<file path="config.mk">
export PLATFORM = sky130hd
export DESIGN_NAME = tdc_run_ctrl
export DESIGN_NICKNAME = d
export VERILOG_FILES = /design/src/rtl/muon_pkg.sv /design/src/rtl/tdc_tick_gen.sv /design/src/rtl/tdc_run_ctrl.sv
export SDC_FILE = /design/constraint.sdc
export NUM_CORES = 1
export LEC_CHECK = 0
export CAP_MARGIN = 15
export CORE_MARGIN = 2
export CORE_UTILIZATION = 40
export DETAILED_ROUTE_END_ITERATION = 16
export PLACE_DENSITY = 0.66
export SKIP_CTS_REPAIR_TIMING = 1
export SYNTH_ARGS = -nofsm -noshare
export SYNTH_HDL_FRONTEND = slang
export SYNTH_SLANG_ARGS = --single-unit
</file>
<file path="constraint.sdc">
create_clock -name clk -period 3.5 [get_ports clk]
set_input_delay 0.7 -clock clk [delete_from_list [all_inputs] [get_ports clk]]
set_output_delay 0.7 -clock clk [all_outputs]
set_load 0.02 [all_outputs]
</file>
<file path="src/rtl/muon_pkg.sv">
// Shared definitions for the muon-lifetime TDC run controller:
// FSM state encoding, default timing constants and a saturating increment.
package muon_pkg;

    typedef enum logic [1:0] {
        ST_IDLE    = 2'd0,
        ST_ARMED   = 2'd1,
        ST_TIMING  = 2'd2,
        ST_HOLDOFF = 2'd3
    } tdc_state_e;

    // 100 clk cycles per TDC count gives 1 us resolution at 100 MHz.
    localparam int unsigned CLK_DIV_DEFAULT        = 100;
    localparam int unsigned TIMEOUT_COUNT_DEFAULT  = 20000;
    localparam int unsigned HOLDOFF_CYCLES_DEFAULT = 1000;

    localparam logic [15:0] COUNT_MAX = 16'hFFFF;

    // Add one but stick at all-ones instead of wrapping back to zero.
    function automatic logic [15:0] satInc(input logic [15:0] value);
        return (value == COUNT_MAX) ? value : value + 16'd1;
    endfunction

endpackage

</file>
<file path="src/rtl/tdc_tick_gen.sv">
// Prescaler for the TDC: counts clk cycles while enabled and emits a
// one-cycle tick every DIV cycles. clear_i restarts the division phase.
module tdc_tick_gen #(
    parameter int unsigned DIV = 100
) (
    input  logic clk,
    input  logic rst,
    input  logic clear_i,
    input  logic count_en_i,
    output logic tick_o
);

    localparam logic [15:0] LAST = 16'(DIV - 1);

    logic [15:0] pre_q;
    logic        wrap;

    assign wrap   = (pre_q == LAST);
    assign tick_o = count_en_i && wrap;

    // Phase counter: zeroed on reset or clear, wraps at DIV-1 while enabled.
    always_ff @(posedge clk) begin
        if (rst || clear_i) begin
            pre_q <= 16'd0;
        end else if (count_en_i) begin
            pre_q <= wrap ? 16'd0 : pre_q + 16'd1;
        end
    end

endmodule

</file>
<file path="src/rtl/tdc_run_ctrl.sv">
// Muon-decay run controller: arms on enable, measures start_hit -> stop_hit
// in TDC counts, then enforces a holdoff dead time before re-arming.
// Optional feature: define TDC_TIMEOUT_EN to abandon windows that reach
// TIMEOUT_COUNT; without it the TDC count saturates and the window stays open.
module tdc_run_ctrl
    import muon_pkg::*;
#(
    parameter int unsigned CLK_DIV        = CLK_DIV_DEFAULT,
    parameter int unsigned TIMEOUT_COUNT  = TIMEOUT_COUNT_DEFAULT,
    parameter int unsigned HOLDOFF_CYCLES = HOLDOFF_CYCLES_DEFAULT
) (
    input  logic        clk,
    input  logic        rst,
    input  logic        enable,
    input  logic        start_hit,
    input  logic        stop_hit,
    input  logic        clear,
    output logic [15:0] result,
    output logic        result_valid,
    output logic [15:0] event_count,
    output logic        timeout_pulse,
    output logic        busy
);

    localparam logic [15:0] HOLD_LAST = 16'(HOLDOFF_CYCLES - 1);

    // Refuse to elaborate with timing parameters outside their usable range.
    if (CLK_DIV < 2 || CLK_DIV > 65535 ||
        TIMEOUT_COUNT < 1 || TIMEOUT_COUNT > 65535 ||
        HOLDOFF_CYCLES < 1 || HOLDOFF_CYCLES > 65535) begin : gBadParams
        $error("tdc_run_ctrl: timing parameter out of range");
    end

    tdc_state_e  state_q, state_d;
    logic [15:0] cnt_q, cnt_d;
    logic [15:0] hold_q, hold_d;
    logic [15:0] result_q, result_d;
    logic [15:0] events_q, events_d;
    logic        valid_q, valid_d;
    logic        timeout_q, timeout_d;
    logic        tick;
    logic        timing;
    logic        timeoutHit;

    assign timing = (state_q == ST_TIMING);

    // The prescaler only runs inside a window, so it is already zero when
    // the next window opens.
    tdc_tick_gen #(
        .DIV(CLK_DIV)
    ) u_tick_gen (
        .clk       (clk),
        .rst       (rst),
        .clear_i   (!timing),
        .count_en_i(timing),
        .tick_o    (tick)
    );

`ifdef TDC_TIMEOUT_EN
    localparam logic [15:0] TIMEOUT_LIMIT = 16'(TIMEOUT_COUNT);
    assign timeoutHit = timing && (cnt_q == TIMEOUT_LIMIT);
`else
    assign timeoutHit = 1'b0;
`endif

    // State register; reset always lands in IDLE.
    always_ff @(posedge clk) begin
        if (rst) begin
            state_q <= ST_IDLE;
        end else begin
            state_q <= state_d;
        end
    end

    // Next state: clear beats everything, then dropping enable, then hits.
    always_comb begin
        state_d = state_q;
        if (clear) begin
            state_d = enable ? ST_ARMED : ST_IDLE;
        end else if (!enable) begin
            state_d = ST_IDLE;
        end else begin
            case (state_q)
                ST_IDLE:    state_d = ST_ARMED;
                ST_ARMED:   if (start_hit) state_d = ST_TIMING;
                ST_TIMING:  if (stop_hit || timeoutHit) state_d = ST_HOLDOFF;
                ST_HOLDOFF: if (hold_q == HOLD_LAST) state_d = ST_ARMED;
                default:    state_d = ST_IDLE;
            endcase
        end
    end

    // Datapath next values: TDC count, holdoff counter, result and flags.
    // A stop wins over a timeout landing in the same cycle.
    always_comb begin
        cnt_d     = 16'd0;
        hold_d    = 16'd0;
        result_d  = result_q;
        events_d  = events_q;
        valid_d   = 1'b0;
        timeout_d = 1'b0;
        if (clear) begin
            result_d = 16'd0;
            events_d = 16'd0;
        end else if (enable) begin
            case (state_q)
                ST_TIMING: begin
                    if (stop_hit) begin
                        result_d = cnt_q;
                        events_d = satInc(events_q);
                        valid_d  = 1'b1;
                    end else if (timeoutHit) begin
                        timeout_d = 1'b1;
                    end else if (tick) begin
                        cnt_d = satInc(cnt_q);
                    end else begin
                        cnt_d = cnt_q;
                    end
                end
                ST_HOLDOFF: begin
                    if (hold_q != HOLD_LAST) begin
                        hold_d = hold_q + 16'd1;
                    end
                end
                default: begin
                end
            endcase
        end
    end

    // Datapath registers; reset zeroes every counter and flag.
    always_ff @(posedge clk) begin
        if (rst) begin
            cnt_q     <= 16'd0;
            hold_q    <= 16'd0;
            result_q  <= 16'd0;
            events_q  <= 16'd0;
            valid_q   <= 1'b0;
            timeout_q <= 1'b0;
        end else begin
            cnt_q     <= cnt_d;
            hold_q    <= hold_d;
            result_q  <= result_d;
            events_q  <= events_d;
            valid_q   <= valid_d;
            timeout_q <= timeout_d;
        end
    end

    assign result        = result_q;
    assign result_valid  = valid_q;
    assign event_count   = events_q;
    assign timeout_pulse = timeout_q;
    assign busy          = (state_q == ST_TIMING) || (state_q == ST_HOLDOFF);

endmodule

</file>
# After elaboration in Yosys (flattened, before gate mapping)
# Cells that the tools add are included.
totals:
  word_cells: 50
  regBits: 83
op_classes:
  mux: 9
  n_eq_ne: 11
  addsub: 4
  reduce_logical: 13
  bitwise: 6
op_table:
  columns: ["operator", "count"]
  rows:
  - ["adder 16 x 1 -> 16 bit (second input constant)", 4]
  - ["equality test 16 bit (second input constant)", 2]
  - ["equality test 16 x 10 -> 1 bit (second input constant)", 1]
  - ["equality test 16 x 7 -> 1 bit (second input constant)", 1]
  - ["2-to-1 mux 16 bit", 1]
  - ["inequality test 16 x 10 -> 1 bit (second input constant)", 1]
  - ["inequality test 4 bit (second input constant)", 3]
  - ["2-to-1 mux 2 bit", 5]
  - ["OR reduction 5 bit", 2]
  - ["case mux 2 bit (4 select lines)", 1]
  - ["inverter 1 bit", 6]
  - ["AND reduction 3 bit", 2]
  - ["equality test 2 bit (second input constant)", 2]
  - ["AND reduction 4 bit", 1]
  - ["OR reduction 4 bit", 1]
  - ["equality test 2 x 1 -> 1 bit (second input constant)", 1]
  - ["zero test 2 bit", 1]
  - ["logical OR 1 bit", 2]
  - ["2-to-1 mux 1 bit", 2]
  - ["AND reduction 2 bit", 1]
  - ["OR reduction 2 bit", 1]
  - ["logical AND 1 bit", 1]
  - ["zero test 1 bit", 1]

# Depth between registers and ports, before layout
# Gate-level depths: netlist of the first run.
logic_depth:
  word_depth: 5
  ltp_mapped: 8

# Cells and area by module
# A second synthesis of the first run with hierarchy kept.
hier_totals:
  hier_cells: 472
  hier_area_um2: 4041.4
by_module_without_submodules:
  columns: ["mod", "area_per_inst_um2", "n_inst", "cells_per_inst", "seq_area_each_um2"]
  rows:
  - ["tdc_run_ctrl", 3184.3, 1, 387, 1341.3]
  - ["tdc_tick_gen", 857.1, 1, 85, 320.3]

# Least setup slack after synthesis of the first run
# No wires, ideal clock.
synth_path:
  kind: "register to register"
  startpoint: "reg state_q[0]"
  endpoint: "reg cnt_q[5]"
  path_buffers: 1
  t_arrival_ns: 1.832
  path_stages_with_launch: 9
  setup_slack_ns: 1.597
  setup_time_ns: 0.071
  synth_period_minus_slack_ns: 1.903
  required_ns: 3.429
  path_cell_list: "dfxtp_1 inv_1 ha_1 nor4b_4 nand4_4 or2_4 buf_6 or3_1 a21oi_1"
synth_via:
  elab_chain_len: 3
  elab_cells_between_ends: 5
  classes_between: "eq/ne: 1; bitwise: 1; reduce/logical: 3"
synth_lines:
  columns: ["item", "line", "source"]
  rows:
  - ["start: declaration", "tdc_run_ctrl.sv:34", "tdc_state_e state_q, state_d;"]
  - ["start signal: assignment", "tdc_run_ctrl.sv:71", "state_q <= state_d;"]
  - ["equality test 2 bit (*)", "tdc_run_ctrl.sv:45, tdc_run_ctrl.sv:106", null]
  - ["inverter 1 bit (no line) / logical AND 1 bit (equally long branches)", null, null]
  - ["OR reduction 5 bit (no line) / AND reduction 2 bit (equally long branches)", null, null]
  - ["end signal: assignment", "tdc_run_ctrl.sv:141", "cnt_q <= cnt_d;"]
  - ["end: declaration", "tdc_run_ctrl.sv:35", "logic [15:0] cnt_q, cnt_d;"]
# Mark *: on every way between the ends. The rest lies on a longest branch, timed or not.
# A chain may end at the register's enable or synchronous reset.

# Worst setup path in the final report of the first run
layout_path:
  startpoint: "reg state_q[0]"
  endpoint: "out busy"
layout_via:
  elab_chain_len: 2
  elab_cells_between_ends: 3
  classes_between: "eq/ne: 2; reduce/logical: 1"
layout_lines:
  columns: ["item", "line", "source"]
  rows:
  - ["equality test 2 bit", "tdc_run_ctrl.sv:154", "assign busy = (state_q == ST_TIMING) || (state_q == ST_HOLDOFF);"]
  - ["logical OR 1 bit (*)", "tdc_run_ctrl.sv:154", null]
  - ["end: declaration", "tdc_run_ctrl.sv:22", "output logic busy"]
# Marks and branches as above.

==> results of run 1 <==
==> registers in the layout, indices dropped and copies added (netlist names) <==
name              cells
result_valid          1
state_q               2
hold_q               16
event_count          16
cnt_q                16
result               16
u_tick_gen.pre_q     16
==> worst min-delay path by stage <==
stage | startpoint | endpoint | slack, ns | depth (start not counted)
2_1_floorplan | hold_q[0]$_SDFF_PP0_ | hold_q[0]$_SDFF_PP0_ | 0.42 | 1
3_3_place_gp | hold_q[0]$_SDFF_PP0_ | hold_q[0]$_SDFF_PP0_ | 0.43 | 1
3_5_place_dp | hold_q[0]$_SDFF_PP0_ | hold_q[0]$_SDFF_PP0_ | 0.44 | 1
4_1_cts | hold_q[0]$_SDFF_PP0_ | hold_q[0]$_SDFF_PP0_ | 0.46 | 1
5_1_grt | result[14]$_SDFFE_PP0P_ | result[14]$_SDFFE_PP0P_ | 0.47 | 2
6_report | hold_q[0]$_SDFF_PP0_ | hold_q[0]$_SDFF_PP0_ | 0.45 | 1
==> critical path, stage by stage, from the launching register on <==
cell and delay, ns:
dfxtp_1 0.40, inv_1 0.08, ha_1 0.34, or2_2 0.36, clkdlybuf4s50_1 0.54
==> cells in the final DEF (no fill, tap or decap), drive strengths merged <==
cell,instances
nand4,20
xnor2,24
o41ai,1
a211oi,1
and4,7
nor2b,1
inv,13
clkinv,1
conb,1
nand3,27
a31oi,1
or3,10
nor2,66
bufinv,2
clkdlybuf4s50,39
xor2,19
nor4,5
nor4b,5
o31ai,1
o21ai,11
ha,8
and3,7
nor3,15
o211a,3
or2,7
and4bb,1
and2,1
o211ai,1
mux2i,2
a21oi,30
dfxtp,83
or4,3
buf,3
clkbuf,10
nand2,59
==> metal layers <==
layer | share of wire [%] | vias up | wire (um)
li1 | - | 1616 | -
met1 | 48 | 1468 | 3841
met2 | 47 | 34 | 3774
met3 | 2.6 | 12 | 209
met4 | 1.5 | 0 | 120
met5 | 0 | - | 0
==> power by group through the flow <==
stage	logic, uW	registers (uW)	clock network [uW]
5_1_grt	33.9	947	854
3_5_place_dp	30.3	968	0
3_3_place_gp	30.0	968	0
6_report	30.6	946	790
4_1_cts	30.5	946	821
2_1_floorplan	18.6	968	0
==> cell type report <==
type,count,area [um^2],area share (%)
timing repair buffer,42,412.9,9.244
tap,111,138.9,3.109
clock buffer,10,137.6,3.081
multi-input combinational,337,1983,44.40
clock inverter,6,95.09,2.129
inverter,10,37.54,0.8403
sequential,83,1662,37.20
==> metrics by stage <==
stage	total power [uW]	worst slack [ns]	std cells	hold slack (ns)	utilization, %
finish	1766	0.7234	599	0.4519	48.57
global route	1834	0.6195	599	0.4721	48.57
CTS	1798	0.6961	598	0.4587	48.49
detailed placement	998.5	1.050	582	0.4391	45.96
global placement	998.2	1.105	582	0.4322	45.96
floorplan	986.6	1.597	445	0.4175	-
==> logic make-up after synthesis <==
| logic type | Yosys count | share of synthesized area [%] |
|---|---|---|
| AND/OR/NAND/NOR | 234 | 32.20 |
| flip-flops | 83 | 44.22 |
| AO/OA/AOI/OAI | 49 | 7.260 |
| XOR/XNOR | 43 | 10.02 |
| buffers and inverters | 25 | 2.997 |
| adder cells (fa/ha/maj) | 8 | 2.664 |
| multiplexers | 2 | 0.5328 |
| other | 1 | 0.09980 |
==> impl_results.md, run 1 <==
* Fmax at 360.2 MHz
* Synth cell types at 42
* Vias at 3,130
* Power per cell area at 395.4 mW/mm^2
* Drt drc at 0
* Grt met1 use at 20.19%
* Top-count cell post-synth: dfxtp_1
* Final Max Slew Viols at 0
* CP Launch Type: register
* Cts bufs inserted at 9
* Setup TNS at 0 ns
* First drt pass iteration count at 4
* Synth warn at 0
* Register area share after synthesis at 44.22%
* Ant diodes at 0
* EDFF count, synth at 0
* First-pass GRT wire length at 13,330 um
* Die Y at 100.9 um
* Fillers at 898
* Area post-placement at 0.004227 mm^2
* FF-to-FF setup slack at 1.06 ns
* Pleak at 0.001394 uW
* Setup crit end kind: output port
* Remaining Overflow, GRT at 0
* Root buf cell: clkbuf_8
* Die footprint at 0.01018 mm^2
* HP Class: register to register
* Initial antenna violation count at 0
* Nets@finish at 497
* Post-route ant nets at 0
* Largest net degree at the start of global routing at 32
* Status: finished clean
* Clk buf depth at 2
* Rows at 35
* P_sw at 380.0 uW
* Fin crit share at 79.33%
* Clk_skew at 0.009531 ns
* Share of cells above drive strength 1 at 6.557%
* Reg2reg end: cnt_q[15]$_SDFFE_PP0P_
* Met2 GRT Util at 27.08%
* CTS HTree Levels at 3
* Post-synthesis register bit count at 83
* Synthesized area per cell at 8.443 um^2
* Die Span X at 100.9 um
* Via count of the first global-routing pass at 2,942
* Critical path destination: busy
* Peak VDD IR at 0.2057 mV
* Synth-to-Final Area Change at 18.88%
* Sw Share at 21.51%
* Final hold viol count at 0
* Area leader, netlist: dfxtp_1
* Comb power frac at 1.7%
* Routed WL at 7946 um
* CTS clk-pin slew, worst paths at 0.08 ns
* Mapped Cells at 445
* Critical Path Source: state_q[0]$_SDFFE_PP0P_
* Endpoints failing setup at 0
* Synth async-reset ratio at 0%
* Synth Flop Type: dfxtp_1
* Synth Net Count at 459
* Crit path time final at 2.777 ns
* Sequential power share at 53.6%
* Starting Density at 40.86%
* I/O pin count at 41
* Yosys top cell area share at 44.22%
* Max_cap viols at 0
* CP arrival at 2.08 ns
* Met3 Track Usage GR at 4.369%
* Setup CP Type: register to output port
* Cell Int Power at 1386 uW
* Main area contributors after synthesis: dfxtp_1 (44%), nor2_1 (6.6%), nand2_1 (5.9%)
* RePlAce Congestion at 0.8311
* Dpl hpwl at 5506 um
* Core area at 0.009196 mm^2
* Final instance area at 0.004467 mm^2
* CTS tree: done
* Commonest cells post-synth: dfxtp_1 (83), nor2_1 (66), nand2_1 (59)
* Routed wire per std cell at 13.27 um
* GRT Total Usage at 16.21%
* Drt via density at 5.225
* Slew margin rel. at 57.27%
* Worst Reg-to-Reg Cells at 7
* Post-synthesis cell area at 0.003757 mm^2
* RSZ-0062 raised after global routing: false
* Worst R2R Start: state_q[0]$_SDFFE_PP0P_
* Clock power frac at 44.7%
* Clk Latency, worst-skew pair at 0.36 ns
* Drt initial violations at 141
* Actual slew at the worst max-slew pin at 0.6409 ns
* Most heavily used metal layer in global routing: met2
* CP max FO at 12
* Clk sinks at 83
* Req. time, crit path at 2.80 ns
* # port buffers at 39
Power figures use the tool's default switching activity.
==> run 2, diff against run 1 <==
==> constraint.sdc (replaced) <==
create_clock -name clk -period 2.89 [get_ports clk]
set_input_delay 0.578 -clock clk [delete_from_list [all_inputs] [get_ports clk]]
set_output_delay 0.578 -clock clk [all_outputs]
set_load 0.02 [all_outputs]
==> run 2 against run 1 <==
Against the previous run:
- global-route usage grew 0.075 points
- die area is the same
- non-clock buffer count is the same
- largest cell class unchanged
- first-iteration DRC count shrank 3.5%
- clock skew grew 0.0013 ns
- clock power grew 6.2%
- combinational power grew 23%
- final area shrank 0.67%
==> impl_results.md, run 2 (same netlist as run 1, synthesis figures left out) <==
* Setup CP Type: register to output port
* Clk_skew at 0.01087 ns
* Fmax at 380.8 MHz
* Die footprint at 0.01018 mm^2
* Slew margin rel. at 56.26%
* Nets@finish at 497
* Commonest non-fill, non-tap cell in the layout: dfxtp_1
* CP arrival at 2.05 ns
* Root buf cell: clkbuf_8
* I/O pin count at 41
* Area occupied by multi-input gates at 0.001983 mm^2
* HP Class: register to register
* Drt via density at 5.195
* CTS tree: done
* CP bufs+invs at 2
* Post-route ant nets at 0
* Status: finished clean
* Worst Reg-to-Reg Cells at 7
* M1 WL at 3689 um
* CTS HTree Levels at 3
* First-pass GRT wire length at 13,430 um
* Cts bufs inserted at 9
* DP Worst Slack at 0.5176 ns
* Final hold viol count at 0
* Final instance area at 0.004437 mm^2
* Fillers at 872
* CP max FO at 12
* Routed wl met3 at 345 um
* Core area at 0.009196 mm^2
* Actual slew at the worst max-slew pin at 0.6561 ns
* Critical Path Source: state_q[0]$_SDFFE_PP0P_
* Power per cell area at 455.9 mW/mm^2
* Reg2reg end: cnt_q[15]$_SDFFE_PP0P_
* Routed wire per std cell at 12.97 um
* Endpoints failing setup at 0
* Clk sinks at 83
* Drt drc at 0
* Most frequent cells in the layout: dfxtp_1 (83), nor2_1 (66), nand2_1 (59)
* Synth-to-Final Area Change at 18.08%
* Final Max Slew Viols at 0
* Initial antenna violation count at 0
* Top Metal Used: met4
* Rows at 35
* Largest delay share family, worst path: buffers and inverters
* Slowest CP cell: clkdlybuf4s50_1
* Clk buf depth at 2
* Via count of the first global-routing pass at 2,993
* Post-layout util at 48.24%
* RSZ-0062 raised after global routing: false
* Share of cells above drive strength 1 at 6.557%
* CTS clk-pin slew, worst paths at 0.09 ns
* Crit-path max cell delay at 0.54 ns
* Vias at 3,112
* Routed WL at 7769 um
* Die Y at 100.9 um
* Dpl hpwl at 5501 um
* RePlAce Congestion at 0.8600
* Setup WS post-layout at 0.2639 ns
* Ant diodes at 0
* Largest net degree at the start of global routing at 32
* Fin crit share at 90.87%
* Setup TNS at 0 ns
* Path length in cells of the critical path at 4
* Area post-placement at 0.004234 mm^2
* Drt initial violations at 136
* Peak VDD IR at 0.2225 mV
* Reg area at 0.001662 mm^2
* Starting Density at 40.86%
* Remaining Overflow, GRT at 0
* Clk Latency, worst-skew pair at 0.35 ns
* Setup crit end kind: output port
* Req. time, crit path at 2.31 ns
* Die Span X at 100.9 um
* Max_cap viols at 0
* First drt pass iteration count at 4
* # port buffers at 39
* Worst Hold Depth at 1
* CP cell instances: inv_1 -> ha_1 -> or2_2 -> clkdlybuf4s50_1
* Met2 wire len at 3648 um
* Worst R2R Start: state_q[0]$_SDFFE_PP0P_
* Crit path time final at 2.626 ns
* Critical path destination: busy
* Pleak at 0.001378 uW
* CP Launch Type: register
* FF-to-FF setup slack at 0.51 ns
* GRT Total Usage at 16.29%
==> run 2: how the worst min path moves through the flow <==
stage	endpoint	slack [ns]	startpoint
6_report	hold_q[0]$_SDFF_PP0_	0.45	hold_q[0]$_SDFF_PP0_
5_1_grt	result[9]$_SDFFE_PP0P_	0.47	result[9]$_SDFFE_PP0P_
4_1_cts	result[10]$_SDFFE_PP0P_	0.46	result[10]$_SDFFE_PP0P_
3_5_place_dp	hold_q[0]$_SDFF_PP0_	0.45	hold_q[0]$_SDFF_PP0_
3_3_place_gp	hold_q[0]$_SDFF_PP0_	0.43	hold_q[0]$_SDFF_PP0_
2_1_floorplan	hold_q[0]$_SDFF_PP0_	0.42	hold_q[0]$_SDFF_PP0_
==> run 2: cell type report <==
cell class / count / share of cell area [%]
clock buffer: 10 / 3.102
sequential: 83 / 37.45
multi-input combinational: 337 / 44.70
tap: 111 / 3.130
timing repair buffer: 42 / 9.306
inverter: 10 / 0.8460
clock inverter: 6 / 1.466
==> run 2: report_power, final <==
group	internal (uW)	total [uW]	switching (uW)
sequential	1140	1150	1.61
combinational	14.2	37.6	23.4
clock	423	839	417
total	1580	2020	442
==> run 2: through the flow <==
stage          power, uW  instances  hold WS (ns)
2_1_floorplan       1195        445        0.4175
3_3_place_gp        1209        583        0.4297
3_5_place_dp        1210        583        0.4451
4_1_cts             2058        599        0.4581
5_1_grt             2105        599        0.4745
6_report            2023        599        0.4526
==> run 2: per-layer routing <==
metal / global-route usage, % / vias to the layer above
met1: 20.70 / 1442
li1: - / 1603
met5: 0 / -
met3: 4.369 / 10
met2: 27.18 / 57
met4: 4.678 / 0
==> run 3, diff against run 2 <==
--- a/config.mk
+++ b/config.mk
@@ -14,3 +14,4 @@
 export SYNTH_ARGS = -nofsm -noshare
 export SYNTH_HDL_FRONTEND = slang
 export SYNTH_SLANG_ARGS = --single-unit
+export TNS_END_PERCENT = 100
==> constraint.sdc (replaced) <==
create_clock -name clk -period 2.8 [get_ports clk]
set_input_delay 0.56 -clock clk [delete_from_list [all_inputs] [get_ports clk]]
set_output_delay 0.56 -clock clk [all_outputs]
set_load 0.02 [all_outputs]
==> run 3 against run 2 <==
Against the previous run:
- final area up 0.42%
- largest cell class unchanged
- global-route usage is 0.18 points higher
- routed wire length grew 0.79%
- first-iteration DRC count fell by 2.9%
- final cell count is 0.33% higher
- utilization rose by 0.20 points
- largest power group unchanged
- sequential cell count unchanged
- register-to-register slack got worse by 0.04 ns
- critical path depth did not move
- sequential share of layout area decreased by 0.16 points
- worst hold slack better by 0.0039 ns
==> impl_results.md, run 3 (same netlist as run 1, synthesis figures left out) <==
* Cts bufs inserted at 9
* Share of cells above drive strength 1 at 6.939%
* Reg area at 0.001662 mm^2
* Req. time, crit path at 2.24 ns
* Starting Density at 40.86%
* Remaining Overflow, GRT at 0
* Power per cell area at 473.6 mW/mm^2
* RePlAce Congestion at 0.8121
* CTS tree: done
* Post-route ant nets at 0
* Via count of the first global-routing pass at 2,955
* CTS clk-pin slew, worst paths at 0.09 ns
* First-pass GRT wire length at 13,410 um
* # port buffers at 39
* RSZ-0062 raised after global routing: false
* Min-Delay Endpoint: result[8]$_SDFFE_PP0P_
* Clk buf depth at 2
* Largest net degree at the start of global routing at 32
* Nets@finish at 499
* Drt drc at 0
* Worst R2R Start: state_q[0]$_SDFFE_PP0P_
* GRT Total Usage at 16.47%
* Clk_skew at 0.01160 ns
* Peak VDD IR at 0.2286 mV
* Routed wire per std cell at 13.03 um
* Routed WL at 7830 um
* Hold slack at 0.4566 ns
* Worst Hold Depth at 2
* Initial antenna violation count at 0
* Fin crit share at 93.25%
* Core area at 0.009196 mm^2
* Slew margin rel. at 57.06%
* Vias at 3,127
* Ant diodes at 0
* Die footprint at 0.01018 mm^2
* Reg2reg end: cnt_q[15]$_SDFFE_PP0P_
* Dpl hpwl at 5681 um
* Status: finished clean
* Crit path time final at 2.611 ns
* Synth-to-Final Area Change at 18.58%
* CP Launch Type: register
* CP arrival at 2.05 ns
* Number of placed instances, taps included at 585
* Fillers at 898
* Commonest non-fill, non-tap cell in the layout: dfxtp_1
* First drt pass iteration count at 4
* I/O pin count at 41
* Area occupied by multi-input gates at 0.001983 mm^2
* Endpoints failing setup at 0
* Pleak at 0.001384 uW
* CTS HTree Levels at 3
* Setup TNS at 0 ns
* Most frequent cells in the layout: dfxtp_1 (83), nor2_1 (66), nand2_1 (59)
* Setup CP Type: register to output port
* Drt via density at 5.203
* Max_cap viols at 0
* Clk Latency, worst-skew pair at 0.36 ns
* Clk sinks at 83
* Die Y at 100.9 um
* CP max FO at 12
* Fmax at 383.0 MHz
* Rows at 35
* HP Class: register to register
* Die Span X at 100.9 um
* FF-to-FF setup slack at 0.47 ns
* Worst Reg-to-Reg Cells at 7
* Root buf cell: clkbuf_8
* Final Max Slew Viols at 0
* Worst Hold Launch: result[8]$_SDFFE_PP0P_
* Setup crit end kind: output port
* Actual slew at the worst max-slew pin at 0.6391 ns
* Final hold viol count at 0
* Post-Layout Cell Count at 601
* Drt initial violations at 132
## run 3: report_power, final
part | internal (uW) | switching, uW
registers | 1180 | 1.70
logic | 15.7 | 24.0
clock network | 427 | 461
## run 3: critical path, cell delays in order, from the launching register on
cell             delay, ns
dfxtp_1               0.40
inv_1                 0.07
ha_1                  0.33
or2_2                 0.36
clkdlybuf4s50_1       0.54
## run 3: area by class of cell
type | instances | area share [%]
tap | 111 | 3.117
multi-input combinational | 337 | 44.51
clock inverter | 7 | 1.853
sequential | 83 | 37.29
clock buffer | 9 | 2.780
inverter | 10 | 0.8425
timing repair buffer | 44 | 9.604
## run 3: layer usage
layer	GRT usage (%)	up-vias	part of all wire, %
li1	-	1620	-
met1	21.45	1460	49
met2	26.36	43	46
met3	4.369	4	3.3
met4	5.821	0	1.1
met5	0	-	0
## run 3: worst max path at each step
stage,end,from,slack (ns),depth (start not counted)
final,busy,state_q[0]$_SDFFE_PP0P_,0.19,4
after global placement,event_count[14]$_SDFFE_PP0P_,enable,0.55,6
after CTS,busy,state_q[0]$_SDFFE_PP0P_,0.15,4
after floorplan,cnt_q[5]$_SDFFE_PP0P_,state_q[0]$_SDFFE_PP0P_,0.90,8
after detailed placement,cnt_q[15]$_SDFFE_PP0P_,state_q[0]$_SDFFE_PP0P_,0.46,7
after global routing,busy,state_q[0]$_SDFFE_PP0P_,0.08,4
## run 3: through the flow
| step | total power, uW | instance area, um^2 | util (%) | worst slack (ns) |
|---|---|---|---|---|
| finish | 2110 | 4456 | 48.45 | 0.1891 |
| global route | 2187 | 4456 | 48.45 | 0.08155 |
| global placement | 1249 | 4249 | 46.20 | 0.5499 |
| detailed placement | 1250 | 4249 | 46.20 | 0.4584 |
| floorplan | 1233 | 3757 | - | 0.8972 |
| CTS | 2148 | 4456 | 48.45 | 0.1467 |
